**config.mk**
```make
export PLATFORM = sky130hd
export DESIGN_NAME = liteic_master_node_read
export DESIGN_NICKNAME = d
export VERILOG_FILES = /design/src/rtl/liteic_pkg.sv /design/src/rtl/liteic_addr_decoder.sv /design/src/rtl/liteic_master_node_read.sv
export SDC_FILE = /design/constraint.sdc
export NUM_CORES = 1
export LEC_CHECK = 0
export CORE_UTILIZATION = 38
export DETAILED_ROUTE_END_ITERATION = 6
export PLACE_DENSITY = 0.8
export SYNTH_ARGS = -nofsm -noshare
export SYNTH_HDL_FRONTEND = slang
export SYNTH_SLANG_ARGS = --single-unit
export TNS_END_PERCENT = 5
```
**constraint.sdc**
```tcl
create_clock -name clk_i -period 2.6 [get_ports clk_i]
set_clock_uncertainty 0.2 [all_clocks]
set_input_delay 0.78 -clock clk_i [delete_from_list [all_inputs] [get_ports clk_i]]
set_output_delay 0.78 -clock clk_i [all_outputs]
set_load 0.05 [all_outputs]
```
**src/rtl/liteic_pkg.sv**
```systemverilog
// Shared liteic crossbar constants: slave address map, response codes and
// the read-node FSM state type.
package liteic_pkg;

    localparam int IC_NUM_SLAVE_SLOTS = 2;
    localparam int IC_ARADDR_WIDTH    = 32;

    localparam logic [IC_ARADDR_WIDTH-1:0] IC_SLV_BASE [IC_NUM_SLAVE_SLOTS] =
        '{32'h0000_0000, 32'h0001_0000};
    localparam logic [IC_ARADDR_WIDTH-1:0] IC_SLV_MASK [IC_NUM_SLAVE_SLOTS] =
        '{32'hFFFF_0000, 32'hFFFF_0000};

    localparam logic [1:0] RESP_OKAY   = 2'b00;
    localparam logic [1:0] RESP_DECERR = 2'b11;

    typedef enum logic [2:0] {
        ST_IDLE       = 3'd0,
        ST_REQ        = 3'd1,
        ST_WAIT_R     = 3'd2,
        ST_DECODE_ERR = 3'd3,
        ST_RESP       = 3'd4
    } ic_rd_state_e;

endpackage

```
**src/rtl/liteic_addr_decoder.sv**
```systemverilog
// Combinational address decoder: one-hot slave select plus hit flag.
// Overlapping windows resolve to the lowest slave index.
module liteic_addr_decoder
    import liteic_pkg::*;
#(
    parameter int NUM_SLAVES = IC_NUM_SLAVE_SLOTS,
    parameter int ADDR_WIDTH = IC_ARADDR_WIDTH,
    parameter logic [ADDR_WIDTH-1:0] SLV_BASE [NUM_SLAVES] = IC_SLV_BASE,
    parameter logic [ADDR_WIDTH-1:0] SLV_MASK [NUM_SLAVES] = IC_SLV_MASK
) (
    input  logic [ADDR_WIDTH-1:0] addr,
    output logic [NUM_SLAVES-1:0] sel,
    output logic                  hit
);

    always_comb begin
        sel = '0;
        hit = 1'b0;
        for (int i = 0; i < NUM_SLAVES; i++) begin
            if (!hit && ((addr & SLV_MASK[i]) == SLV_BASE[i])) begin
                sel[i] = 1'b1;
                hit    = 1'b1;
            end
        end
    end

endmodule

```
**src/rtl/liteic_master_node_read.sv**
```systemverilog
// Master-side read node: accepts one AR, routes it to the decoded slave lane,
// returns the lane's response on R. Unmapped addresses complete with DECERR.
module liteic_master_node_read
    import liteic_pkg::*;
#(
    parameter int NUM_SLAVES  = IC_NUM_SLAVE_SLOTS,
    parameter int ADDR_WIDTH  = IC_ARADDR_WIDTH,
    parameter int DATA_WIDTH  = 32,
    parameter int RDATA_WIDTH = DATA_WIDTH + 2,
    parameter logic [ADDR_WIDTH-1:0] SLV_BASE [NUM_SLAVES] = IC_SLV_BASE,
    parameter logic [ADDR_WIDTH-1:0] SLV_MASK [NUM_SLAVES] = IC_SLV_MASK
) (
    input  logic                                   clk_i,
    input  logic                                   rst_i,
    input  logic [ADDR_WIDTH-1:0]                  mst_ar_addr_i,
    input  logic [3:0]                             mst_ar_qos_i,
    input  logic                                   mst_ar_valid_i,
    output logic                                   mst_ar_ready_o,
    output logic [DATA_WIDTH-1:0]                  mst_r_data_o,
    output logic [1:0]                             mst_r_resp_o,
    output logic                                   mst_r_valid_o,
    input  logic                                   mst_r_ready_i,
    output logic [ADDR_WIDTH-1:0]                  cbar_reqst_data_o,
    output logic [3:0]                             cbar_reqst_arqos_o,
    output logic [NUM_SLAVES-1:0]                  cbar_reqst_val_o,
    input  logic [NUM_SLAVES-1:0]                  cbar_reqst_rdy_i,
    input  logic [NUM_SLAVES-1:0]                  cbar_resp_val_i,
    output logic [NUM_SLAVES-1:0]                  cbar_resp_rdy_o,
    input  logic [NUM_SLAVES-1:0][RDATA_WIDTH-1:0] cbar_resp_data_i,
    output ic_rd_state_e                           dbg_state_o
);

    // Handshakes: a transfer happens on any rising clk_i where valid and
    // ready are both high; valid is never withdrawn before its ready.

    ic_rd_state_e           state_q, state_d;
    logic [ADDR_WIDTH-1:0]  addr_q;
    logic [3:0]             qos_q;
    logic [NUM_SLAVES-1:0]  sel_q;
    logic [DATA_WIDTH-1:0]  rdata_q;
    logic [1:0]             rresp_q;
    logic                   ar_block_q;

    logic [NUM_SLAVES-1:0]  dec_sel;
    logic                   dec_hit;
    logic [RDATA_WIDTH-1:0] resp_word;
    logic                   ar_fire, req_fire, rsp_fire;

    liteic_addr_decoder #(
        .NUM_SLAVES (NUM_SLAVES),
        .ADDR_WIDTH (ADDR_WIDTH),
        .SLV_BASE   (SLV_BASE),
        .SLV_MASK   (SLV_MASK)
    ) u_dec (
        .addr (mst_ar_addr_i),
        .sel  (dec_sel),
        .hit  (dec_hit)
    );

    always_comb begin
        resp_word = '0;
        for (int i = 0; i < NUM_SLAVES; i++) begin
            if (sel_q[i]) resp_word = resp_word | cbar_resp_data_i[i];
        end
    end

    // ar_block_q keeps ar_ready low for the cycle after reset and after an R handshake.
    assign mst_ar_ready_o     = (state_q == ST_IDLE) && !ar_block_q;
    assign ar_fire            = mst_ar_valid_i && mst_ar_ready_o;
    assign req_fire           = |(cbar_reqst_rdy_i & sel_q);
    assign rsp_fire           = |(cbar_resp_val_i & sel_q);
    assign cbar_reqst_val_o   = (state_q == ST_REQ)    ? sel_q : '0;
    assign cbar_resp_rdy_o    = (state_q == ST_WAIT_R) ? sel_q : '0;
    assign cbar_reqst_data_o  = addr_q;
    assign cbar_reqst_arqos_o = qos_q;
    assign mst_r_valid_o      = (state_q == ST_RESP);
    assign mst_r_data_o       = rdata_q;
    assign mst_r_resp_o       = rresp_q;
    assign dbg_state_o        = state_q;

    always_comb begin
        state_d = state_q;
        case (state_q)
            ST_IDLE:       if (ar_fire) state_d = dec_hit ? ST_REQ : ST_DECODE_ERR;
            ST_REQ:        if (req_fire) state_d = ST_WAIT_R;
            ST_WAIT_R:     if (rsp_fire) state_d = ST_RESP;
            ST_DECODE_ERR: state_d = ST_RESP;
            ST_RESP:       if (mst_r_ready_i) state_d = ST_IDLE;
            default:       state_d = ST_IDLE;
        endcase
    end

    always_ff @(posedge clk_i) begin
        if (rst_i) begin
            state_q    <= ST_IDLE;
            addr_q     <= '0;
            qos_q      <= '0;
            sel_q      <= '0;
            rdata_q    <= '0;
            rresp_q    <= '0;
            ar_block_q <= 1'b1;
        end else begin
            state_q    <= state_d;
            ar_block_q <= (state_q == ST_RESP) && mst_r_ready_i;
            if (ar_fire) begin
                addr_q <= mst_ar_addr_i;
                qos_q  <= mst_ar_qos_i;
                sel_q  <= dec_sel;
            end
            if (state_q == ST_WAIT_R && rsp_fire) begin
                rdata_q <= resp_word[RDATA_WIDTH-1:2];
                rresp_q <= resp_word[1:0];
            end
            if (state_q == ST_DECODE_ERR) begin
                rdata_q <= '0;
                rresp_q <= RESP_DECERR;
            end
        end
    end

endmodule

```
==> results.tsv <==
metric	value	unit
netlist_top_cells_area	dfxtp_1 (47%), a21oi_1 (11%), a211oi_1 (8.3%)	
synth.ff_latch_count	76	
syn_inst	372	
port_buffers	190	
wl	10500	um
synthArstFlopShare	0	
worstSetupPathType	reg -> out	
hold_viol_final	0	
grt_usage	0.233	
power-per-cell-area	512	nW/um^2
hp-class	reg -> reg	
insertion_delay	330	ps
max-cap-violations	0	
grt_pass1_vias	3382	
setup_violations	0	
vias	3579	
cts_setup_buffers	0	
pwr-share-comb	0.203	
design_area	5450	um^2
grt_antenna_before_repair	0	
relSlewSlack	0.237	
n_fill_cell	680	
synth_seq_area_share	0.468	
fin_tns_setup	0	ps
slowest_delay	530	ps
syn_nets	484	
gp_congestion	0.799	
swShare	0.273	
ys_types	34	
root_buffer	clkbuf_8	
finalCritPeriodShare	0.971	
cts-buffers-inserted	9	
crit_slowest_cell	or4_4	
fp-row-count	33	
yosys_warnings	0	
drive_gt1_frac	0.0839	
critPathArrivalTime	1540	ps
viasPerCell	5.48	
dp_hpwl	7420	um
post-place-ws	133	ps
critical-path-top-delay-family	simple AND/OR/NAND/NOR gates	
cts_resized	0	
tightest_slew	1150	ps
nets	655	
finalMaxSlewViolations	0	
worst_slack	76.4	ps
crit_buf_inv	2	
mappedNetlistArea	3250	um^2
switching_power	761	uW
yosysTopAreaCell	dfxtp_1	
drc	0	
syn_area_per_cell	8.74	um^2
start_util	0.394	
cts_tree	built	
worstPathRequired	1620	ps
worst_hold_slack	277	ps
synth_edf_count	0	
seqPwrFrac	0.437	
grt_pass1_wl	16400	um
avgRoutedWirePerCell	16.1	um
outcome	finished, final reports clean	
fmax	396	MHz
leakagePower	0.00179	uW
hold_buffers	0	
placed_area	5220	um^2
start_kind	flip-flop	
htreeDepth	3	
die_area	8930	um^2
clockBufferDepth	2	
core_area	8260	um^2
dr.pass1.iters	5	
rsz0062_at_grt	false	
syn2layout_area_growth	67.4	%
crit_fanout	10	
p_int	2020	uW
grt_start_max_net_pins	48	
critical_path.endpoint_type	output pin	
drt_iter0_drc	178	
finish.utilization	0.660	
path_cells	or4_4, clkinv_2, buf_12	
vdd_drop_max	0.311	mV
dieHeight	94.5	um
overflow	0	
die_x	94.5	um
diodes	0	
fin_crit	2520	ps
drtAntennaViolNets	0	
cts.sinks	76	
synth_top_area_frac	0.468	
synth-main-ff-cell	dfxtp_1	
clock_power_share	0.359	
io_pins	191	
path_clk_slew	80	ps
-- kinds of logic after synthesis --
family / synth area share
AO/OA/AOI/OAI: 0.348
buffers and inverters: 0.0765
AND/OR/NAND/NOR: 0.108
flip-flops: 0.468
-- cell usage in the layout, fill, tap and decap left out, types with 2 or more instances in the layout --
cell and count:
o21ai_0 29, clkdlybuf4s50_1 180, nor3_1 2, nand3_1 36
clkbuf_8 10, dfxtp_1 76, o41ai_1 2, nor2b_1 3
and3_1 2, nor2_1 2, a211oi_1 36, nand2b_1 3
buf_12 6, a22o_1 2, a22oi_1 35, nor4_1 3
clkinv_2 3, inv_1 2, bufinv_16 2, o21ai_1 10
and2_1 2, buf_4 18, clkinv_4 2, a21oi_1 69
and3b_1 2
-- worst reg2reg max path: stages (launching register included) --
cell      delay (ps)
dfxtp_1          530
nor3b_4          250
buf_4            380
and2_1           190
buf_4            320
a211oi_1         160
-- flip-flops by register name, indices dropped and copies added (netlist names) --
| signal | cells |
|---|---|
| mst_r_resp_o | 2 |
| sel_q | 2 |
| dbg_state_o | 3 |
| mst_r_data_o | 32 |
| cbar_reqst_arqos_o | 4 |
| cbar_reqst_data_o | 32 |
| ar_block_q | 1 |
-- power by group through the flow --
stage | clock network, uW | logic, uW | registers [uW]
2_1_floorplan | 0 | 178 | 1360
3_3_place_gp | 0 | 554 | 1240
3_5_place_dp | 0 | 563 | 1250
4_1_cts | 1020 | 566 | 1220
5_1_grt | 1070 | 601 | 1220
6_report | 1000 | 567 | 1220
-- cell usage after synthesis, types with 2 or more instances --
cell type / number
and2_1: 2
a22o_1: 2
a22oi_1: 35
o21ai_0: 29
inv_1: 2
and3b_1: 2
nand2b_1: 3
o21ai_1: 10
nand3_1: 36
nor2_1: 2
buf_2: 14
dfxtp_1: 76
o41ai_1: 2
nor3_1: 2
a211oi_1: 36
clkbuf_1: 25
buf_1: 2
and3_1: 2
nor2b_1: 3
buf_8: 3
nor4_1: 3
a21oi_1: 69
-- stage by stage --
stage,power [uW],cells
final,2790,653
after global placement,1800,637
after global routing,2900,653
after floorplan,1540,372
after CTS,2800,653
after detailed placement,1810,637
-- final cells by class --
cell class	instances	area, um^2	area share
Clock buffer	10	138	0.0253
Clock inverter	6	87.6	0.0161
Inverter	3	12.5	0.00230
Multi-Input combinational cell	248	1490	0.274
Sequential cell	76	1520	0.279
Tap cell	105	131	0.0241
Timing Repair Buffer	205	2060	0.379
-- routing by layer --
metal,GRT usage,vias up,wire (um)
li1,-,1747,-
met1,0.292,1685,4470
met2,0.394,127,5300
met3,0.0411,20,517
met4,0.0960,0,244
met5,0,-,0
-- final timing paths --
path / depth (start not counted) / end / from / slack [ps]
hold / removal: 2 / cbar_reqst_data_o[8] / cbar_reqst_data_o[8] / 280
setup / recovery: 3 / mst_ar_ready_o / dbg_state_o[1] / 80
setup reg to reg: 5 / mst_r_data_o[19] / dbg_state_o[1] / 400
hold reg to reg: 2 / cbar_reqst_data_o[8] / cbar_reqst_data_o[8] / 280
Power figures use the tool's default switching activity.
